--- src/rtl/motor_pkg.sv ---
// Shared types and default widths for the motor pulse interface (step generator and receiver).
package motor_pkg;

    typedef enum logic [1:0] {IDLE, SETUP, HIGH, LOW} step_state_t;

    localparam int unsigned MOTOR_CNT_W = 16;
    localparam int unsigned MOTOR_PER_W = 16;

endpackage

--- src/rtl/motor_step_timer.sv ---
// Loadable down-counter that times the SETUP/HIGH/LOW phases; holds at zero, never wraps.
module motor_step_timer #(
    parameter int unsigned W = 16
) (
    input  logic         clk,
    input  logic         rst,
    input  logic         load_i,
    input  logic [W-1:0] load_val_i,
    output logic         zero_o
);

    logic [W-1:0] count_q;
    logic [W-1:0] count_d;

    always_comb begin
        count_d = count_q;
        if (load_i) begin
            count_d = load_val_i;
        end else if (count_q != '0) begin
            count_d = count_q - W'(1);
        end
    end

    always_ff @(posedge clk or negedge rst) begin
        if (!rst) begin
            count_q <= '0;
        end else begin
            count_q <= count_d;
        end
    end

    assign zero_o = (count_q == '0);

endmodule

--- src/rtl/motor_step_gen.sv ---
// Step pulse generator: turns a (steps, period, dir) command into fixed-width step pulses.
module motor_step_gen
    import motor_pkg::*;
#(
    parameter int unsigned CNT_W     = MOTOR_CNT_W,
    parameter int unsigned PER_W     = MOTOR_PER_W,
    parameter int unsigned PULSE_W   = 4,
    parameter int unsigned DIR_SETUP = 2
) (
    input  logic             clk,
    input  logic             rst,
    input  logic             cmd_valid,
    output logic             cmd_ready,
    input  logic             cmd_dir,
    input  logic [CNT_W-1:0] cmd_steps,
    input  logic [PER_W-1:0] cmd_period,
    input  logic             abort,
    output logic             step,
    output logic             dir,
    output logic             busy,
    output logic             done,
    output logic [CNT_W-1:0] steps_left
);

    step_state_t      state_q, state_d;
    logic [CNT_W-1:0] steps_q, steps_d;
    logic [PER_W-1:0] period_q, period_d;
    logic             dir_q, dir_d;
    logic             step_q, step_d;
    logic             done_q, done_d;
    logic             abort_pend_q, abort_pend_d;

    logic             tmr_load;
    logic [PER_W-1:0] tmr_val;
    logic             tmr_zero;
    logic [PER_W-1:0] p_eff;

    // Period is stretched so every pulse is followed by at least one low cycle.
    assign p_eff = (cmd_period < PER_W'(PULSE_W + 1)) ? PER_W'(PULSE_W + 1) : cmd_period;

    motor_step_timer #(
        .W (PER_W)
    ) u_timer (
        .clk        (clk),
        .rst        (rst),
        .load_i     (tmr_load),
        .load_val_i (tmr_val),
        .zero_o     (tmr_zero)
    );

    always_comb begin
        state_d      = state_q;
        steps_d      = steps_q;
        period_d     = period_q;
        dir_d        = dir_q;
        done_d       = 1'b0;
        abort_pend_d = abort_pend_q;
        tmr_load     = 1'b0;
        tmr_val      = '0;

        case (state_q)
            IDLE: begin
                abort_pend_d = 1'b0;
                if (cmd_valid) begin
                    dir_d    = cmd_dir;
                    period_d = p_eff;
                    steps_d  = cmd_steps;
                    if (cmd_steps != '0) begin
                        state_d  = SETUP;
                        tmr_load = 1'b1;
                        tmr_val  = PER_W'(DIR_SETUP - 1);
                    end else begin
                        done_d = 1'b1;
                    end
                end
            end
            SETUP: begin
                if (abort) begin
                    state_d = IDLE;
                    done_d  = 1'b1;
                end else if (tmr_zero) begin
                    state_d  = HIGH;
                    tmr_load = 1'b1;
                    tmr_val  = PER_W'(PULSE_W - 1);
                    if (steps_q != '0) steps_d = steps_q - CNT_W'(1);
                end
            end
            HIGH: begin
                // An abort during the pulse is remembered so the pulse keeps its full width.
                if (abort) abort_pend_d = 1'b1;
                if (tmr_zero) begin
                    if (abort || abort_pend_q) begin
                        state_d = IDLE;
                        done_d  = 1'b1;
                    end else begin
                        state_d  = LOW;
                        tmr_load = 1'b1;
                        tmr_val  = period_q - PER_W'(PULSE_W) - PER_W'(1);
                    end
                end
            end
            LOW: begin
                if (abort || (tmr_zero && steps_q == '0)) begin
                    state_d = IDLE;
                    done_d  = 1'b1;
                end else if (tmr_zero) begin
                    state_d  = HIGH;
                    tmr_load = 1'b1;
                    tmr_val  = PER_W'(PULSE_W - 1);
                    steps_d  = steps_q - CNT_W'(1);
                end
            end
            default: begin
                state_d = IDLE;
            end
        endcase

        step_d = (state_d == HIGH);
    end

    always_ff @(posedge clk or negedge rst) begin
        if (!rst) begin
            state_q      <= IDLE;
            steps_q      <= '0;
            period_q     <= '0;
            dir_q        <= 1'b0;
            step_q       <= 1'b0;
            done_q       <= 1'b0;
            abort_pend_q <= 1'b0;
        end else begin
            state_q      <= state_d;
            steps_q      <= steps_d;
            period_q     <= period_d;
            dir_q        <= dir_d;
            step_q       <= step_d;
            done_q       <= done_d;
            abort_pend_q <= abort_pend_d;
        end
    end

    assign cmd_ready  = (state_q == IDLE);
    assign busy       = (state_q != IDLE);
    assign step       = step_q;
    assign dir        = dir_q;
    assign done       = done_q;
    assign steps_left = steps_q;

endmodule

--- config.mk ---
export PLATFORM = sky130hd
export DESIGN_NAME = motor_step_gen
export DESIGN_NICKNAME = d
export VERILOG_FILES = /design/src/rtl/motor_pkg.sv /design/src/rtl/motor_step_timer.sv /design/src/rtl/motor_step_gen.sv
export SDC_FILE = /design/constraint.sdc
export NUM_CORES = 1
export LEC_CHECK = 0
export BUFFER_PORTS_ARGS = -buffer_cell sky130_fd_sc_hd__buf_4
export CELL_PAD_IN_SITES_DETAIL_PLACEMENT = 1
export CELL_PAD_IN_SITES_GLOBAL_PLACEMENT = 1
export CORE_AREA = 2 2 97 99
export DETAILED_ROUTE_END_ITERATION = 8
export DIE_AREA = 0 0 99 101
export PLACE_DENSITY_LB_ADDON = 0.3
export SLEW_MARGIN = 10
export SYNTH_ARGS = -nofsm -noshare
export SYNTH_HDL_FRONTEND = slang
export SYNTH_HIERARCHICAL = 1
export SYNTH_SLANG_ARGS = --single-unit
--- constraint.sdc ---
create_clock -name clk -period 3 [get_ports clk]
set_input_delay 0.9 -clock clk [delete_from_list [all_inputs] [get_ports clk]]
set_output_delay 0.9 -clock clk [all_outputs]
set_load 0.03 [all_outputs]
==> impl_metrics.ini, run 1 <==
[cells_and_area]
diodes = 0
fin_util_pct = 45.1
finalNetCount = 496
area_growth_pct = 21.1
final_layout_size_suffix_gt1_share_pct = 21.5
fillers = 1078

[logic_synthesis]
syn_area_per_cell_sq_um = 8.51
synth_flop_cell = dfrtp_1
synth_cell_types = 67
syn_nets = 434
syn_inst = 393
ys_async_sr_fraction_pct = 100
synth_seq_cells = 54
synth-edff-count = 0
netlist_top_cells_count = 76 x nand2_1, 54 x dfrtp_1, 38 x nor2_1, 19 x o21ai_0, 18 x a21oi_1
yosys.area.top_type_share_pct = 40.4
synth.most_common_cell = nand2_1
synth_largest_area_cell = dfrtp_1
yosys-top-cells-area = dfrtp_1 40%, nand2_1 8.5%, nor2_1 4.3%, xnor2_1 3.1%, o21ai_0 2.8%
yosysSeqAreaShare_pct = 40.4
synth_area_sq_um = 3350
yosysWarnings = 6

[sta]
period_share_pct = 89.5
setup_slack_ns = 0.316
rsz0062_at_grt = false
max_freq_ghz = 0.373
final.setup.tns_ns = 0
max_slew_margin_pct = 52.1
worstMarginPinSlew_ns = 0.719
finalCriticalPeriod_ns = 2.68
drv_slew = 0
skew_ns = 0.0102
hold_viol = 0
setup_viol = 0

[routing]
first_pass_iters = 4
drt_iter0_markers = 69
post_drt_wl_per_cell_microns = 17.8
postRouteWirelength_microns = 10100
via_per_inst = 5.71
vias = 3236
drc = 0
ant_nets = 0

[global_route]
grt_pass1_vias = 3361
grt_antenna_before_repair = 0
grt_overflow = 0
grt_max_degree = 55
grtUsageTotal_pct = 21.2
grt_pass1_wl_microns = 17100

[clocking]
tritoncts = built
htree_levels = 2
hold_buffers = 0
cts_setup_buffers = 0
clock_path_buffers = 2
clkSlewWorstSetupHoldPaths_ns = 0.10
cts_buffers = 5
clkLatencyLatePin_ns = 0.32
cts_root_buffer = clkbuf_8
cts.sinks = 54

[placement]
dpl.hpwl_microns = 7720
pre_cts_ws_ns = 0.0360
place_congestion = 0.859
portBuffers = 57

[power_and_ir_drop]
power_density_nw_per_um2 = 950
p_leak_nw = 1.72
peakVddDrop_v = 0.000463

[floorplanning]
fp.coreArea_sq_um = 8980
die_height_microns = 101
io-pin-count = 58
start_util_pct = 37.3
die_area_sq_um = 10000
rows = 35
die_w_microns = 99

[setup_path]
worstPathMaxFanout = 8
worst_ep_required_time_ns = 3.21
crit_type = flop to flop
endpoint_kind = flop
arrival_ns = 2.89
cp-start-kind = flop

[job]
max_cap_violations = 0

[status]
outcome = complete, no violations

[min_path]
hold_path_class = flop to flop
metal layers:
metal,up-vias,track usage [%],part of all wire [%]
met1,1593,29.6,46
met4,0,6.74,1.9
met2,79,34.1,48
met3,16,2.84,4.2
met5,-,0,0
li1,1548,-,-
state kept, by name, summed over array words and instances, names as in the netlist:
name             cells
abort_pend_q         1
dir                  1
state_q              2
done                 1
step                 1
u_timer/count_q     16
period_q            16
steps_left          16
final timing paths:
kind                                                        end  slack, ns                            from  cells past startpoint
min in group asynchronous             steps_left[4]$_DFFE_PN0P_       0.63                             rst                      1
worst max-delay path            u_timer/count_q[15]$_DFFE_PN0P_       0.32  u_timer/count_q[0]$_DFFE_PN0P_                     11
worst min register to register                  dir$_DFFE_PN0P_       0.49                 dir$_DFFE_PN0P_                      2
worst max register to register  u_timer/count_q[15]$_DFFE_PN0P_       0.32  u_timer/count_q[0]$_DFFE_PN0P_                     11
max in group asynchronous                       dir$_DFFE_PN0P_       1.90                             rst                      1
worst min-delay path                            dir$_DFFE_PN0P_       0.49                 dir$_DFFE_PN0P_                      2
repair_timing:
item / CTS / global route
endpoints found under the setup margin: 0 / 1
hold endpoints to repair: 0 / 0
gates resized for setup: 0 / 1
stage by stage:
step           area (sq um)  cells  power [mW]  hold slack [ns]
2_1_floorplan          3350    393        2.72            0.466
3_3_place_gp           3960    559        3.36            0.462
3_5_place_dp           3960    559        3.43            0.477
4_1_cts                4050    567        3.87            0.503
5_1_grt                4050    567        4.16            0.519
6_report               4050    567        3.85            0.492
kinds of logic (layout without fill, tap and decap cells):
family	after synthesis	in the layout	share of synthesized area, %
AND/OR/NAND/NOR	193	193	30.3
AO/OA/AOI/OAI	91	91	18.9
flip-flops	54	54	40.4
buffers and inverters	31	94	3.66
XOR/XNOR	18	18	4.71
adder cells (fa/ha/maj)	4	4	1.50
multiplexers	2	2	0.598
cell usage in the layout, fill, tap and decap left out, drive strengths merged, types with 4 or more instances in the layout:
cell    synthesis  layout
nor3           12      12
xnor2          12      12
a21oi          18      18
o311ai          5       5
nand3          10      10
nor4           17      17
nand3b          4       4
o31ai           9       9
o21ai          20      20
ha              4       4
nor2           38      38
nand2          76      76
dfrtp          54      54
or4             5       5
clkbuf         12       5
inv            13      13
buf             5      72
xor2            6       6
nand4           6       6
or3             5       5
nor2b           4       4
cell type report:
class	count	area (sq um)	area share (%)
multi-input cells	308	1880	46.3
flip-flops and latches	54	1350	33.4
well taps	111	139	3.43
inverters	14	52.6	1.30
repair buffers	72	541	13.3
clock inverters	3	21.3	0.525
clock buffers	5	68.8	1.70
power by group:
part | total, mW | switching, mW | internal, mW | leakage (nW)
sequential | 1.47 | 0.444 | 1.03 | 0.665
clock | 0.425 | 0.260 | 0.165 | 0.0441
combinational | 1.95 | 1.13 | 0.821 | 1.01
worst max-delay path: stages (launching register included):
cell and delay, ns:
dfrtp_1 0.43, inv_1 0.12, ha_1 0.21, nor4b_4 0.22, and4_1 0.31, nand2_1 0.23, nor2_2 0.16, o21ai_0 0.14
nand2_2 0.19, inv_1 0.15, o211a_1 0.16, a221o_1 0.25
Note: power is estimated with default switching activity, not from simulation.
==> run 2, diff against run 1 <==
Settings changed: CORE_AREA 2 2 97 99 to 2 2 95 97, DIE_AREA 0 0 99 101 to 0 0 97 99, REMOVE_ABC_BUFFERS set to 1.
Clock period 3 ns to 2.7 ns, I/O delays scaled along.
==> impl_metrics.ini, run 2 (same netlist as run 1, synthesis figures left out) <==
[setup_path]
cp_cell_sequence = inv_1 -> ha_1 -> nor4b_4 -> and4_4 -> nand2_1 -> nor2_1 -> o21ai_0 -> nand2_1 -> buf_6 -> a211oi_1 -> a221o_1
critPathTopFamily = simple AND/OR/NAND/NOR gates
crit_type = flop to flop
worst_ep_required_time_ns = 2.91
cp-start-kind = flop
endpoint_kind = flop
slowest_stage = dfrtp_1
worstPathMaxFanout = 25
cp_common_cell = nand2_1
cp_num_buf_inv = 2
slowest_delay_ns = 0.43
arrival_ns = 2.70

[cells_and_area]
finalNetCount = 501
final_layout_size_suffix_gt1_share_pct = 22.3
area_growth_pct = 22.3
diodes = 0
mostFrequentLayoutCells = 76 x nand2_1, 76 x buf_4, 54 x dfrtp_1
fillers = 1054

[floorplanning]
rows = 34
die_height_microns = 99
fp.coreArea_sq_um = 8550
die_w_microns = 97
io-pin-count = 58
start_util_pct = 39.1
die_area_sq_um = 9600

[routing]
ant_nets = 0
drt_iter0_markers = 131
via_per_inst = 5.76
vias = 3275
post_drt_wl_per_cell_microns = 18.2
postRouteWirelength_microns = 10400
drc = 0
first_pass_iters = 4

[sta]
hold_viol = 0
drv_slew = 0
setup_viol = 0
period_share_pct = 92.3
skew_ns = 0.00714
worstMarginPinSlew_ns = 0.712
finalCriticalPeriod_ns = 2.49
setup_slack_ns = 0.208
max_slew_margin_pct = 52.5
max_freq_ghz = 0.401

[clocking]
tritoncts = built
hold_buffers = 0
cts.sinks = 54
clkLatencyLatePin_ns = 0.31
clkSlewWorstSetupHoldPaths_ns = 0.11
clock_path_buffers = 2
htree_levels = 2
cts_buffers = 5
cts_root_buffer = clkbuf_8

[job]
max_cap_violations = 0

[placement]
portBuffers = 57
pre_cts_ws_ns = -0.0201
dpl.hpwl_microns = 7940
place_congestion = 0.864

[global_route]
grt_pass1_wl_microns = 17400
grtUsageTotal_pct = 22.1
grt_pass1_vias = 3457
grt_antenna_before_repair = 0
grt_max_degree = 55
grt_overflow = 0

[power_and_ir_drop]
peakVddDrop_v = 0.000447
p_leak_nw = 1.75
p_total_mw = 4.34
power_density_nw_per_um2 = 1060

[min_path]
hold_path_class = flop to flop

[status]
outcome = complete, no violations
[run 2: where the power goes]
group	total [mW]	internal, mW	switching [mW]
Clock	0.489	0.188	0.301
Sequential	1.65	1.14	0.508
Combinational	2.20	0.941	1.26
Total	4.34	2.27	2.07
[run 2: worst paths after layout]
kind | start | end | slack, ns | cells after the start
min in group asynchronous | rst | u_timer/count_q[10]$_DFFE_PN0P_ | 0.53 | 1
max in group asynchronous | rst | abort_pend_q$_DFFE_PN0P_ | 1.69 | 1
hold reg to reg | dir$_DFFE_PN0P_ | dir$_DFFE_PN0P_ | 0.50 | 2
setup / recovery | u_timer/count_q[0]$_DFFE_PN0P_ | u_timer/count_q[15]$_DFFE_PN0P_ | 0.21 | 11
setup reg to reg | u_timer/count_q[0]$_DFFE_PN0P_ | u_timer/count_q[15]$_DFFE_PN0P_ | 0.21 | 11
hold / removal | dir$_DFFE_PN0P_ | dir$_DFFE_PN0P_ | 0.50 | 2
[run 2: area by class of cell]
type | count | area, sq um | share of cell area (%)
clock inverters | 3 | 25.0 | 0.611
multi-input cells | 308 | 1880 | 45.9
well taps | 108 | 135 | 3.30
clock buffers | 5 | 68.8 | 1.68
inverters | 14 | 52.6 | 1.28
flip-flops and latches | 54 | 1350 | 33.0
repair buffers | 77 | 582 | 14.2
[run 2: per-layer routing]
metal | routed length (microns) | GRT usage [%] | vias to the layer above
met4 | 130 | 5.85 | 0
met2 | 5160 | 38.3 | 69
met5 | 0 | 0 | -
li1 | - | - | 1565
met1 | 4760 | 30.1 | 1630
met3 | 307 | 1.77 | 11
[run 2: worst min-delay path, cell delays in order (launching register included)]
cell and delay, ns:
dfrtp_1 0.37, nand2_1 0.05, nand2_1 0.06
[run 2: repair_timing]
item,in CTS,in global routing
hold endpoints to repair,0,0
setup buffers,0,0
endpoints found under the setup margin,0,7
gates resized for setup,0,4
[run 2: stage by stage]
step	instances	setup TNS [ns]	hold slack, ns	instance area, sq um	utilization (%)
detailed placement	561	-0.0201	0.482	3990	46.6
global placement	561	0	0.463	3990	46.6
finish	569	0	0.501	4090	47.9
floorplan	376	-7.25	0.466	3280	-
global route	569	-0.0303	0.543	4090	47.9
CTS	569	0	0.513	4080	47.7
==> run 3, diff against run 2 <==
Clock period 2.7 ns to 3 ns, I/O delays scaled along.
==> impl_metrics.ini, run 3 (same netlist as run 1, synthesis figures left out) <==
[floorplanning]
io-pin-count = 58
die_w_microns = 97
start_util_pct = 39.1
fp.coreArea_sq_um = 8550
die_area_sq_um = 9600
rows = 34
die_height_microns = 99

[power_and_ir_drop]
peakVddDrop_v = 0.000403
p_leak_nw = 1.72
p_total_mw = 3.89
power_density_nw_per_um2 = 963

[cells_and_area]
mostFrequentLayoutCells = 76 x nand2_1, 70 x buf_4, 54 x dfrtp_1
area_growth_pct = 20.6
fin_cells = 562
finalNetCount = 494
finish.instance_area_sq_um = 4040
final_common_cell = nand2_1
diodes = 0
final_layout_size_suffix_gt1_share_pct = 20.9

[sta]
whs_ns = 0.502
skew_ns = 0.00550
rsz0062_at_grt = false
max_freq_ghz = 0.366
period_share_pct = 91.0
max_slew_margin_pct = 50.5
setup_viol = 0
drv_slew = 0
hold_viol = 0
worstMarginPinSlew_ns = 0.733
finalCriticalPeriod_ns = 2.73

[routing]
vias = 3264
post_drt_wl_per_cell_microns = 18.4
drt_iter0_markers = 125
via_per_inst = 5.81
drc = 0
postRouteWirelength_microns = 10300
first_pass_iters = 4
ant_nets = 0

[placement]
place_congestion = 0.848
dpl.hpwl_microns = 7820
dp.cells = 554
portBuffers = 57
place_area_sq_um = 3940

[clocking]
post_cts_resized = 0
clock_path_buffers = 2
cts_setup_buffers = 0
clkSlewWorstSetupHoldPaths_ns = 0.11
clkLatencyLatePin_ns = 0.32
htree_levels = 2
tritoncts = built
cts_root_buffer = clkbuf_8
hold_buffers = 0
cts.sinks = 54
cts_buffers = 5

[global_route]
grt_pass1_vias = 3376
grtUsageMet3_pct = 2.70
grt_use_met1_pct = 29.2
grtUsageMet2_pct = 37.8
grtUsageTotal_pct = 21.9
grt_overflow = 0
grt_antenna_before_repair = 0
grt_pass1_wl_microns = 17300
grt_max_degree = 55
grt_busiest_layer = met2

[status]
outcome = complete, no violations

[setup_path]
endpoint_kind = flop
arrival_ns = 2.94
crit_type = flop to flop
cp-start-kind = flop
worst_ep_required_time_ns = 3.21
worstPathMaxFanout = 25

[min_path]
hold_path_class = flop to flop

[job]
max_cap_violations = 0
run 3: area by class of cell:
class	count	area, sq um
Sequential cell	54	1350
Clock inverter	3	28.8
Timing Repair Buffer	70	526
Multi-Input combinational cell	308	1870
Tap cell	108	135
Clock buffer	5	68.8
Fill cell	1056	4520
Inverter	14	52.6
run 3: final timing paths:
kind	start	end	slack, ns	cells after the start
worst max-delay path	u_timer/count_q[0]$_DFFE_PN0P_	u_timer/count_q[15]$_DFFE_PN0P_	0.27	11
worst max register to register	u_timer/count_q[0]$_DFFE_PN0P_	u_timer/count_q[15]$_DFFE_PN0P_	0.27	11
worst min-delay path	dir$_DFFE_PN0P_	dir$_DFFE_PN0P_	0.50	2
max in group asynchronous	rst	steps_left[2]$_DFFE_PN0P_	1.89	1
min in group asynchronous	rst	u_timer/count_q[10]$_DFFE_PN0P_	0.63	1
worst min register to register	dir$_DFFE_PN0P_	dir$_DFFE_PN0P_	0.50	2
run 3: power breakdown:
part           switching, mW  internal (mW)  total, mW
sequential             0.458           1.03       1.49
clock                  0.274          0.174      0.448
combinational           1.13          0.822       1.95
run 3: metal layers:
layer / vias to the layer above / share of wire (%)
met4: 0 / 1.6
met2: 60 / 50
met5: - / 0
li1: 1549 / -
met3: 13 / 2.6
met1: 1642 / 46
run 3: metrics by stage:
step                      TNS, ns  util [%]  setup WS (ns)
after floorplan             -2.37         -         -0.502
after global placement          0      46.0          0.229
after detailed placement        0      46.0          0.120
after CTS                       0      47.2         0.0886
after global routing            0      47.2         0.0709
final                           0      47.2          0.270
run 3: critical path: stages (launching register included):
cell,delay [ns]
dfrtp_1,0.43
inv_1,0.11
ha_1,0.23
nor4b_4,0.27
and4_2,0.35
nand2_1,0.10
nor2_1,0.15
o21ai_1,0.17
nand2_1,0.12
buf_4,0.25
a211oi_1,0.08
a221o_1,0.34
